## config.mk

```make
export PLATFORM = sky130hd
export DESIGN_NAME = gb10_warp_scheduler
export DESIGN_NICKNAME = d
export VERILOG_FILES = /design/src/rtl/gb10_warp_scheduler.sv
export SDC_FILE = /design/constraint.sdc
export NUM_CORES = 1
export LEC_CHECK = 0
export BUFFER_PORTS_ARGS = -buffer_cell sky130_fd_sc_hd__buf_2
export CAP_MARGIN = 20
export CORE_AREA = 2 2 411 413
export DETAILED_ROUTE_END_ITERATION = 10
export DIE_AREA = 0 0 413 415
export PLACE_DENSITY = 0.5
export SLEW_MARGIN = 0
export SYNTH_ARGS = -nofsm -noshare
export SYNTH_HDL_FRONTEND = slang
export SYNTH_SLANG_ARGS = --single-unit
```

## constraint.sdc

```tcl
create_clock -name clk_i -period 8.4 [get_ports clk_i]
set_input_delay 1.26 -clock clk_i [delete_from_list [all_inputs] [get_ports clk_i]]
set_output_delay 1.26 -clock clk_i [all_outputs]
set_load 0.02 [all_outputs]
```

## src/rtl/gb10_warp_scheduler.sv

```systemverilog
// Round-robin warp scheduler feeding the shared gb10 tensor datapath.
// Each warp slot walks IDLE -> PENDING -> QUEUED -> INFLIGHT -> IDLE; one registered issue port.
module gb10_warp_scheduler #(
    parameter  int WARP_COUNT   = 16,
    parameter  int MAX_INFLIGHT = 4,
    parameter  int CMD_W        = 64,
    localparam int WID_W        = $clog2(WARP_COUNT),
    localparam int CNT_W        = $clog2(MAX_INFLIGHT + 1)
) (
    input  logic                  clk_i,
    input  logic                  rst_i,
    input  logic                  launch_valid_i,
    input  logic [WID_W-1:0]      launch_warp_i,
    input  logic [CMD_W-1:0]      launch_cmd_i,
    output logic                  launch_err_o,
    output logic                  issue_valid_o,
    input  logic                  issue_ready_i,
    output logic [WID_W-1:0]      issue_warp_o,
    output logic [CMD_W-1:0]      issue_cmd_o,
    input  logic                  cpl_valid_i,
    input  logic [WID_W-1:0]      cpl_warp_i,
    output logic                  cpl_err_o,
    output logic [WARP_COUNT-1:0] warp_busy_o,
    output logic [CNT_W-1:0]      inflight_cnt_o,
    output logic                  idle_o,
    output logic [31:0]           issue_count_o
);

    localparam int CNT_W1 = CNT_W + 1;
    localparam logic [CNT_W:0] MAX_CNT = CNT_W1'(MAX_INFLIGHT);

    typedef enum logic [1:0] {
        SLOT_IDLE,
        SLOT_PENDING,
        SLOT_QUEUED,
        SLOT_INFLIGHT
    } slot_state_e;

    slot_state_e           state_q [WARP_COUNT];
    slot_state_e           state_d [WARP_COUNT];
    logic [CMD_W-1:0]      cmd_q   [WARP_COUNT];
    logic [CMD_W-1:0]      cmd_d   [WARP_COUNT];

    logic                  issue_valid_q, issue_valid_d;
    logic [WID_W-1:0]      issue_warp_q, issue_warp_d;
    logic [CMD_W-1:0]      issue_cmd_q, issue_cmd_d;
    logic [WID_W-1:0]      rr_ptr_q, rr_ptr_d;
    logic [CNT_W-1:0]      inflight_cnt_q, inflight_cnt_d;
    logic [31:0]           issue_count_q, issue_count_d;
    logic                  launch_err_q, launch_err_d;
    logic                  cpl_err_q, cpl_err_d;
    logic [WARP_COUNT-1:0] warp_busy_q, warp_busy_d;
    logic                  idle_q, idle_d;

    logic                  handshake;
    logic                  launch_ok;
    logic                  cpl_ok;
    logic                  sel_found;
    logic [WID_W-1:0]      sel_idx;
    logic [WID_W-1:0]      cand;
    logic                  cap_ok;
    logic                  load;
    logic                  all_idle;

    always_comb begin
        state_d        = state_q;
        cmd_d          = cmd_q;
        issue_valid_d  = issue_valid_q;
        issue_warp_d   = issue_warp_q;
        issue_cmd_d    = issue_cmd_q;
        rr_ptr_d       = rr_ptr_q;
        sel_found      = 1'b0;
        sel_idx        = '0;
        cand           = '0;
        all_idle       = 1'b1;
        warp_busy_d    = '0;

        handshake    = issue_valid_q & issue_ready_i;
        launch_ok    = launch_valid_i && (state_q[launch_warp_i] == SLOT_IDLE);
        launch_err_d = launch_valid_i && !launch_ok;
        cpl_ok       = cpl_valid_i && (state_q[cpl_warp_i] == SLOT_INFLIGHT);
        cpl_err_d    = cpl_valid_i && !cpl_ok;

        // Scan starts just past the last winner; the final step wraps back onto the pointer itself.
        for (int i = 1; i <= WARP_COUNT; i++) begin
            cand = rr_ptr_q + WID_W'(i);
            if (!sel_found && state_q[cand] == SLOT_PENDING) begin
                sel_found = 1'b1;
                sel_idx   = cand;
            end
        end

        // Completions only free capacity from the following cycle on.
        cap_ok = ({1'b0, inflight_cnt_q} + CNT_W1'(handshake)) < MAX_CNT;
        load   = (!issue_valid_q || handshake) && sel_found && cap_ok;

        if (handshake) begin
            state_d[issue_warp_q] = SLOT_INFLIGHT;
            issue_valid_d         = 1'b0;
        end

        if (load) begin
            state_d[sel_idx] = SLOT_QUEUED;
            issue_valid_d    = 1'b1;
            issue_warp_d     = sel_idx;
            issue_cmd_d      = cmd_q[sel_idx];
            rr_ptr_d         = sel_idx;
        end

        if (launch_ok) begin
            state_d[launch_warp_i] = SLOT_PENDING;
            cmd_d[launch_warp_i]   = launch_cmd_i;
        end

        if (cpl_ok) begin
            state_d[cpl_warp_i] = SLOT_IDLE;
        end

        inflight_cnt_d = inflight_cnt_q + CNT_W'(handshake) - CNT_W'(cpl_ok);
        issue_count_d  = issue_count_q + 32'(handshake);

        for (int w = 0; w < WARP_COUNT; w++) begin
            warp_busy_d[w] = (state_d[w] != SLOT_IDLE);
            if (state_d[w] != SLOT_IDLE) begin
                all_idle = 1'b0;
            end
        end
        idle_d = all_idle && !issue_valid_d;
    end

    always_ff @(posedge clk_i) begin
        if (rst_i) begin
            for (int w = 0; w < WARP_COUNT; w++) begin
                state_q[w] <= SLOT_IDLE;
            end
            issue_valid_q  <= 1'b0;
            issue_warp_q   <= '0;
            issue_cmd_q    <= '0;
            rr_ptr_q       <= WID_W'(WARP_COUNT - 1);
            inflight_cnt_q <= '0;
            issue_count_q  <= '0;
            launch_err_q   <= 1'b0;
            cpl_err_q      <= 1'b0;
            warp_busy_q    <= '0;
            idle_q         <= 1'b1;
        end else begin
            state_q        <= state_d;
            issue_valid_q  <= issue_valid_d;
            issue_warp_q   <= issue_warp_d;
            issue_cmd_q    <= issue_cmd_d;
            rr_ptr_q       <= rr_ptr_d;
            inflight_cnt_q <= inflight_cnt_d;
            issue_count_q  <= issue_count_d;
            launch_err_q   <= launch_err_d;
            cpl_err_q      <= cpl_err_d;
            warp_busy_q    <= warp_busy_d;
            idle_q         <= idle_d;
        end
    end

    // Command storage needs no reset: a slot's command is only read after a launch wrote it.
    always_ff @(posedge clk_i) begin
        cmd_q <= cmd_d;
    end

    assign launch_err_o   = launch_err_q;
    assign issue_valid_o  = issue_valid_q;
    assign issue_warp_o   = issue_warp_q;
    assign issue_cmd_o    = issue_cmd_q;
    assign cpl_err_o      = cpl_err_q;
    assign warp_busy_o    = warp_busy_q;
    assign inflight_cnt_o = inflight_cnt_q;
    assign idle_o         = idle_q;
    assign issue_count_o  = issue_count_q;

endmodule

```

After elaboration in Yosys (flattened, before gate mapping)
Index checks and enable logic that the tools add are counted.
Widths: inputs -> output; s select.
- output and inout bits: 123
- register bits after elaboration: 1183
- memories kept: 0
- bits in read-only memories: 0
- bits of input ports: 77
- logic and storage cells: 318
- latch bits: 0
- RAM bits: 0
- magnitude comparators: 25
- reduce and logical (&&, ||, !) cells: 63
- $mul: 0
- multiplexer cells: 122
- add/sub/neg operators: 19
- eq/ne operators: 17
- shift-type cells: 0
- bitwise operators: 30
- div/mod/pow operators: 0
- operators by type and width (cell ; number):
    $bwmux 1024 ; 1
    $bmux 64 s4 ; 1
    $demux 64 s4 ; 1
    $mux 64 ; 3
    $bmux 2 s4 ; 18
    $mux 32 ; 4
    $ge 5x5->1 const B ; 20
    $not 4->5 ; 20
    $mux 2 ; 40
    $mux 4 ; 16
    $mux 1 ; 34
    $add 32x1->32 ; 1
    $add 4x4->4 const B ; 8
    $and 16x16->16 ; 2
    $and 32x32->32 ; 1
    $demux 2 s4 ; 4
    $eq 2x1->1 const B ; 16
    $not 16->16 ; 2
    $not 32->32 ; 1
    $or 16x16->16 ; 2
    $or 32x32->32 ; 1
    $reduce_bool 2->1 ; 16
    $logic_and 1x1->1 ; 26
    $lt 5x1->1 const B ; 4
    12 further kinds ; 34

Logic depth before layout (Yosys ltp)
Gate-level depths: netlist of the first run.
- word-level depth: 82
- mapped depth: 24

Worst setup path before layout of the first run
OpenSTA, ideal clock, no wires.
- path type: input to register
- from: input launch_warp_i[0]
- to: register idle_q, in the netlist idle_o
- setup time: 135 ps
- stages: 14
- slack: 637 ps
- arrival: 7629 ps
- data required time: 8265 ps
- buffers on the path: 1
- path through: clkbuf_1 -> a21oi_1 -> a21oi_1 -> mux4_2 -> nand2_1 -> inv_1 -> nand3_1 -> nor3_1 -> o31ai_1 -> o211ai_1 -> a31oi_1 -> nand4_1 -> or4_1 -> o41ai_2
- cells in the longest elaborated chain, start to end: 28
- elaborated cells between the ends (all ways): 50
- classes of those cells: 2 x order compare; 23 x mux; 5 x bitwise; 20 x reduce/logical
- RTL lines (what ; line ; text):
    start: declaration ; 13 ; input logic [WID_W-1:0] launch_warp_i,
    $not 4->5 (implied by the code) * ; 79, 111 ;
    $ge 5x5->1 (implied by the code) or $lt 5x1->1 (tied branches) ; 111 ; state_d[launch_warp_i] = SLOT_PENDING;
    $logic_and 1x1->1 (implied by the code) ; 111 ;
    $mux 2 (implied by the code) ; 111 ;
    $demux 2 s4 ; 111 ;
    $not 16->16 (no source line) ; -- ;
    $and 16x16->16 (no source line) ; -- ;
    $mux 32 * ; 110 ; if (launch_ok) begin
    $and 32x32->32 (no source line) ; -- ;
    $mux 32 * ; 115 ; if (cpl_ok) begin
    $reduce_bool 2->1 ; 124 ; if (state_d[w] != SLOT_IDLE) begin
    $mux 1 (15 in a row) ; 124 ;
    $mux 1 * ; 124 ;
    $logic_and 1x1->1 * ; 128 ; idle_d = all_idle && !issue_valid_d;
    end signal: assignment ; 157 ; idle_q <= idle_d;
    end: declaration ; 53 ; logic idle_q, idle_d;
Every way passes the cells marked *; elsewhere a longest branch is shown, timed or not. The select of a mux whose other input is x is not followed.
A chain may end at the register's enable or synchronous reset.

Worst setup path after layout of the first run
- from: register rr_ptr_q[0]
- to: register issue_cmd_q[47], in the netlist issue_cmd_o[47]
- cells in the longest elaborated chain, start to end: 56
- elaborated cells between the ends (all ways): 163
- classes of those cells: 15 x add/sub; 16 x eq/ne; 83 x mux; 17 x bitwise; 32 x reduce/logical
- RTL lines (what ; line ; text):
    start: declaration ; 47 ; logic [WID_W-1:0] rr_ptr_q, rr_ptr_d;
    start signal: assignment ; 139 ; rr_ptr_q <= WID_W'(WARP_COUNT - 1);
    start signal: assignment ; 151 ; rr_ptr_q <= rr_ptr_d;
    $add 4x1->4 ; 86 ; cand = rr_ptr_q + WID_W'(i);
    $not 4->5 (implied by the code) ; 87 ; if (!sel_found && state_q[cand] == SLOT_PENDING) begin
    $bmux 2 s4 ; 87 ;
    $mux 2 (implied by the code) (2 in a row) ; 87 ;
    $eq 2x1->1 ; 87 ;
    $mux 1 ; 87 ;
    $logic_not 1->1 ; 87 ;
    $logic_and 1x1->1 ; 87 ;
    [... 38 more ...] ; -- ;
    $logic_and 1x1->1 ; 87 ;
    $mux 1 ; 87 ;
    $logic_not 1->1 ; 87 ;
    $logic_and 1x1->1 ; 87 ;
    $mux 4 ; 87 ;
    $not 4->5 (implied by the code) ; 106 ; issue_cmd_d = cmd_q[sel_idx];
    $bmux 64 s4 ; 106 ;
    $mux 64 (implied by the code) (2 in a row) ; 106 ;
    end signal: assignment ; 150 ; issue_cmd_q <= issue_cmd_d;
    end: declaration ; 46 ; logic [CMD_W-1:0] issue_cmd_q, issue_cmd_d;
Several ways; a longest one is shown, not always the timed one. The select of a mux whose other input is x is not followed.

==> results of run 1 <==
[registers in the layout, summed over array words and instances (netlist names)]
| register | flops |
|---|---|
| inflight_cnt_o | 3 |
| idle_o | 1 |
| cpl_err_o | 1 |
| issue_count_o | 32 |
| launch_err_o | 1 |
| warp_busy_o | 16 |
| issue_cmd_o | 64 |
| issue_valid_o | 1 |
| state_q | 32 |
| rr_ptr_q | 4 |
| cmd_q | 1024 |
| issue_warp_o | 4 |
[kinds of logic after synthesis]
kind of cell | count (synthesis)
DFF | 1183
muxes | 838
and+or+nand+nor | 557
AOI/OAI and AO/OA | 323
buffers and inverters | 195
xor gates and xnor gates | 43
adders and majority gates | 14
[how the worst max path moves through the flow]
stage,depth (start not counted),slack (ns),to,startpoint
floorplan,14,0.64,idle_o,launch_warp_i[0]
global placement,18,1.76,issue_cmd_o[47],rr_ptr_q[0]
detailed placement,18,1.74,issue_cmd_o[47],rr_ptr_q[0]
CTS,18,1.71,issue_cmd_o[47],rr_ptr_q[0]
global route,18,1.25,issue_cmd_o[47],rr_ptr_q[0]
finish,18,1.70,issue_cmd_o[47],rr_ptr_q[0]
[worst reg2reg max path, cell delays in order, from the launching register on]
cell and delay [ns]:
dfxtp_1 0.32, inv_2 0.44, ha_1 0.54, inv_2 0.37
mux4_2 0.56, mux2i_1 0.44, mux2i_1 0.29, and3_4 0.26
nand3_2 0.21, nor2_1 0.07, or3_1 0.51, nand2_4 0.50
buf_12 0.45, buf_12 0.49, mux2i_1 0.26, mux2i_1 0.09
mux2_2 0.27, o21ai_0 0.34, o22ai_1 0.13
[through the flow]
stage	util, %	std cells	cell area (um^2)	setup WS, ns	hold WS, ns
3_3_place_gp	32.10	5448	53510	1.758	0.4546
3_5_place_dp	32.10	5448	53510	1.742	0.4592
5_1_grt	34.76	5688	57930	1.250	0.4789
4_1_cts	34.76	5686	57920	1.714	0.4711
2_1_floorplan	-	3153	49740	0.6365	0.5366
6_report	34.76	5689	57930	1.698	0.4669
[area by class of cell]
cell class                 instances  area, um^2  area share [%]
clock buffer                     178        3702           6.391
tap                             2204        2758           4.760
inverter                          21       88.84          0.1533
antenna                            2       5.005        0.008639
clock inverter                    60       715.7           1.235
sequential                      1183       33930           58.57
timing repair buffer             266        1634           2.821
multi-input combinational       1775       15100           26.06
[routing by layer]
metal  GRT usage (%)  vias up  share of wire (%)
li1                -    12750                  -
met1           21.24    14680                 45
met2           26.57      721                 49
met3           2.823      245                4.4
met4           4.388       26                2.3
met5               0        -               0.12
[cell usage after synthesis, types with 4 or more instances]
master / instances / area [um^2]
nor2b_1: 19 / 118.9
nor4_1: 6 / 37.54
buf_2: 43 / 215.2
o31a_1: 8 / 70.07
buf_1: 41 / 153.9
nand3b_1: 6 / 45.04
a31oi_1: 7 / 43.79
a21oi_1: 39 / 195.2
ha_1: 13 / 162.7
xnor2_1: 14 / 122.6
and4_1: 6 / 52.55
clkbuf_1: 81 / 304.0
o32ai_1: 4 / 35.03
edfxtp_1: 1024 / 30750
or3_1: 19 / 118.9
o221ai_1: 6 / 52.55
dfxtp_1: 159 / 3183
o211ai_1: 14 / 105.1
xor2_1: 28 / 245.2
mux4_2: 90 / 2027
buf_6: 6 / 67.56
a211oi_1: 13 / 97.59
nor2_1: 140 / 525.5
nand2b_1: 27 / 168.9
o21ai_0: 93 / 465.5
mux2_2: 73 / 822.0
o21a_1: 5 / 37.54
or4_1: 6 / 45.04
nor3_1: 31 / 155.2
mux2i_1: 669 / 6696
nand2_1: 204 / 765.7
o22ai_1: 67 / 419.2
or2_2: 14 / 87.58
nand3_1: 39 / 195.2
a221o_1: 4 / 40.04
and3_1: 10 / 62.56
nand4_1: 12 / 75.07
inv_1: 18 / 67.56
o31ai_1: 11 / 82.58
o2111ai_1: 4 / 35.03
and2_1: 4 / 25.02
==> out/qor.yml, run 1 <==
setup_path:
  required_ns: 8.99
  crit_buf_inv: 4
  critPathLaunchType: "register"
  crit_path_end_kind: "register"
  timing.rr.end: "issue_cmd_o[47]"
  cpMaxStageDelayCell: "mux4_2"
  path_class: "reg -> reg"
  arrival_ns: 7.30
  crit_chain: "inv_2 -> ha_1 -> inv_2 -> mux4_2 -> mux2i_1 -> mux2i_1 -> and3_4 -> nand3_2 -> nor2_1 -> or3_1 -> nand2_4 -> buf_12 -> buf_12 -> mux2i_1 -> mux2i_1 -> mux2_2 -> o21ai_0 -> o22ai_1"
  path_common_cell: "mux2i_1"
  crit_family: "multiplexers"
  reg2reg_from: "rr_ptr_q[0]"
  reg2reg_depth: 18
  r2r_slack_ns: 1.70
  crit_path_max_fanout: 58
  cp_slowest_stage_delay_ns: 0.56
routing:
  drt-initial-drc-count: 2523
  vias_per_cell: 4.997
  firstDrtPassIters: 6
  drc: 0
  antenna_left: 0
  wl_per_cell_um: 24.38
  dr_total_vias: 28430
  wl_mm: 138.7
hold_path:
  min_from: "issue_cmd_o[11]"
  hold_end: "issue_cmd_o[11]"
  hold_path_class: "reg -> reg"
  min_path_cells: 2
timing:
  final_max_slew_viol_count: 0
  final_hold_viol_count: 0
  layout_worst_path_cycle_share_pct: 79.79
  worst_pin_slew_ns: 1.109
  rsz0062_at_grt: "false"
  setup_viol: 0
  fmax_ghz: 0.1492
  fin_worst_skew_ns: 0.03528
  finalCriticalPeriod_ns: 6.702
  finalSetupTns_ns: 0
  max_slew_margin_pct: 26.07
yosys:
  synthAdderAreaFrac_pct: 0.3672
  ys_ff_latch: 1183
  synth_top_family_by_area: "multiplexers"
  synthMuxAreaShare_pct: 19.37
  synth-xor-area-share_pct: 0.7722
  yosys.area_share.simple_pct: 5.247
  synth_compound_area_share_pct: 4.329
  syn-num-nets: 3244
  yosysSeqAreaShare_pct: 68.22
  synth-edff-count: 1024
  ys_warn_count: 0
  ys_types: 93
  syn-cell-area_um2: 49740
  synth_cells: 3153
  ys.flop_type: "edfxtp_1"
  async_flop_share_pct: 0
  synth_area_per_cell_um2: 15.78
clock_network:
  cts_resized: 0
  clockRootBuffer: "clkbuf_16"
  h-tree-depth: 4
  cts_tree: "built"
  numCtsBuffers: 132
  clock_sinks: 1183
  cts_buffer_depth: 3
  clk_latency_ns: 0.76
  clkTransAtPathRegs_ns: 0.06
  hold_buffers: 0
  cts_setup_buffers: 0
grt:
  grt.total_usage_pct: 15.95
  antenna_found_initial: 34
  grt_pass1_vias: 28030
  gr-total-overflow: 0
  grt_pass1_wl_mm: 200.2
  grt_max_degree: 79
placement:
  place.gp.congestion: 0.9145
  dp_hpwl_mm: 78.05
  port_buffers: 199
finish:
  final_common_cell: "edfxtp_1"
  fillers: 16010
  syn_to_final_growth_pct: 16.47
  fin_nets: 3470
  layout-drive-gt1-share_pct: 19.78
  mostFrequentLayoutCells: "edfxtp_1 (1,024), mux2i_1 (669), nand2_1 (202), buf_2 (199), dfxtp_1 (159)"
floorplan:
  dieArea_um2: 171400
  ios: 200
  dieWidth_um: 413
  coreArea_um2: 166700
  row_count: 150
  start_util_pct: 29.85
  die_h_um: 415
run_status:
  status: "finished, final reports clean"
flow_run:
  maxCapViolCount: 0
Power of run 1 is left out: the tool's default activity adds up to more than one toggle a clock period on the data nets, which glitch-free logic cannot reach.
==> run 2: changes to the inputs <==
==> constraint.sdc (replaced) <==
create_clock -name clk_i -period 6.76 [get_ports clk_i]
set_input_delay 1.014 -clock clk_i [delete_from_list [all_inputs] [get_ports clk_i]]
set_output_delay 1.014 -clock clk_i [all_outputs]
set_load 0.02 [all_outputs]
==> run 2 against run 1 <==
Compared with the run above:
- critical path depth is 2 lower
- sequential share of layout area is 0.31 points lower
- routed wire length is 0.51% lower
- cell area is 0.52% higher
- worst setup slack worse by 0.90 ns
- via count is 0.84% lower
- fmax is 12% higher
==> out/qor.yml, run 2 (synthesized netlist as in run 1, its figures left out) <==
flow_run:
  maxCapViolCount: 0
floorplan:
  start_util_pct: 29.85
  coreArea_um2: 166700
  dieWidth_um: 413
  row_count: 150
  ios: 200
  die_h_um: 415
  dieArea_um2: 171400
timing:
  final_max_slew_viol_count: 0
  finalSetupTns_ns: 0
  worst_pin_slew_ns: 1.023
  layout_worst_path_cycle_share_pct: 88.15
  fin_worst_skew_ns: 0.03171
  max_slew_margin_pct: 31.70
  finalCriticalPeriod_ns: 5.959
  fmax_ghz: 0.1678
  rsz0062_at_grt: "false"
  setup_viol: 0
  final_hold_viol_count: 0
hold_path:
  hold_path_class: "reg -> reg"
setup_path:
  critPathLaunchType: "register"
  crit_path_end_kind: "register"
  cp_slowest_stage_delay_ns: 0.66
  timing.rr.end: "idle_o"
  r2r_slack_ns: 0.80
  cpMaxStageDelayCell: "buf_4"
  endpoint: "idle_o"
  reg2reg_depth: 16
  arrival_ns: 6.64
  crit_chain: "buf_4 -> ha_1 -> xnor2_2 -> mux4_2 -> mux2_4 -> a211oi_4 -> nand3_2 -> o221ai_1 -> nor3_1 -> o21ai_4 -> buf_4 -> nand2_1 -> o31ai_1 -> o2111a_1 -> nand4_1 -> o41ai_2"
  path_class: "reg -> reg"
  path_common_cell: "buf_4"
  required_ns: 7.44
  reg2reg_from: "rr_ptr_q[0]"
  startpoint: "rr_ptr_q[0]"
  crit_path_max_fanout: 39
finish:
  fin_nets: 3492
  mostFrequentLayoutCells: "edfxtp_1 (1,024), mux2i_1 (669), nand2_1 (202), buf_2 (199), dfxtp_1 (159)"
  fillers: 15940
  layout-drive-gt1-share_pct: 20.23
  regMostFlops: "cmd_q"
  final_common_cell: "edfxtp_1"
  syn_to_final_growth_pct: 17.08
  largest_reg_flops: 1024
clock_network:
  cts_tree: "built"
  hold_buffers: 0
  cts_setup_buffers: 0
  cts_resized: 0
  clockRootBuffer: "clkbuf_16"
  clk_latency_ns: 0.77
  h-tree-depth: 4
  clkTransAtPathRegs_ns: 0.06
  cts_buffer_depth: 3
  clock_sinks: 1183
  numCtsBuffers: 134
run_status:
  status: "finished, final reports clean"
routing:
  wl_mm: 138.0
  antenna_left: 0
  wl_per_cell_um: 24.10
  drc: 0
  dr_total_vias: 28190
  drt-initial-drc-count: 2280
  vias_per_cell: 4.924
  firstDrtPassIters: 5
grt:
  grt_pass1_wl_mm: 199.0
  grt_pass1_vias: 27970
  grt.total_usage_pct: 15.86
  grt_max_degree: 92
  gr-total-overflow: 0
  antenna_found_initial: 35
placement:
  place.gp.congestion: 0.8737
  port_buffers: 199
  dp_hpwl_mm: 78.85
## run 2: changes by cell type in the layout (fill, tap and decap cells not counted), sizes merged
cell,before,now
bufinv,13,5
inv,27,32
buf,265,286
diode,2,6
clkbuf,179,193
## run 2: how the worst min path moves through the flow
stage                     depth (start not counted)  slack [ns]               to            start
final                                             2        0.47  issue_cmd_o[20]  issue_cmd_o[20]
after global routing                              2        0.48  issue_cmd_o[50]  issue_cmd_o[50]
after CTS                                         2        0.47  issue_cmd_o[49]  issue_cmd_o[49]
after detailed placement                          2        0.46  issue_cmd_o[49]  issue_cmd_o[49]
after global placement                            2        0.45  issue_cmd_o[58]  issue_cmd_o[58]
after floorplan                                   2        0.54       state_q[5]       state_q[5]
## run 2: area by class of cell
type | count | area (um^2) | area share (%)
tap | 2204 | 2758 | 4.735
clock buffer | 193 | 3819 | 6.557
clock inverter | 57 | 589.3 | 1.012
timing repair buffer | 286 | 1919 | 3.296
antenna | 6 | 15.01 | 0.02578
multi-input combinational | 1775 | 15120 | 25.96
inverter | 21 | 88.84 | 0.1525
sequential | 1183 | 33930 | 58.27
## run 2: layer usage
layer	up-vias	track usage, %	share of wire (%)
li1	12790	-	-
met1	14460	21.32	44
met3	220	3.524	5.5
met2	691	25.95	48
met5	-	0	0.12
met4	26	3.760	1.9
## run 2: critical path: cells and delay by family (launching register included)
family | cells | cell delay (ns)
AO/OA/AOI/OAI | 6 | 1.96
XOR/XNOR | 1 | 0.27
adder cells (fa/ha/maj) | 1 | 0.39
buffers and inverters | 2 | 1.06
flip-flops | 1 | 0.35
multiplexers | 2 | 0.99
AND/OR/NAND/NOR | 4 | 0.79
## run 2: metrics by stage
stage               std cells  worst slack [ns]  cell area, um^2  utilization, %  hold slack [ns]
floorplan                3153            0.5380            49750               -           0.5366
finish                   5725            0.8010            58240           34.94           0.4672
detailed placement       5469            0.9131            53810           32.29           0.4578
CTS                      5719            0.9032            58220           34.93           0.4678
global route             5719            0.4779            58220           34.93           0.4832
global placement         5468            0.9235            53780           32.27           0.4542
Power of run 2 is left out for the same reason.
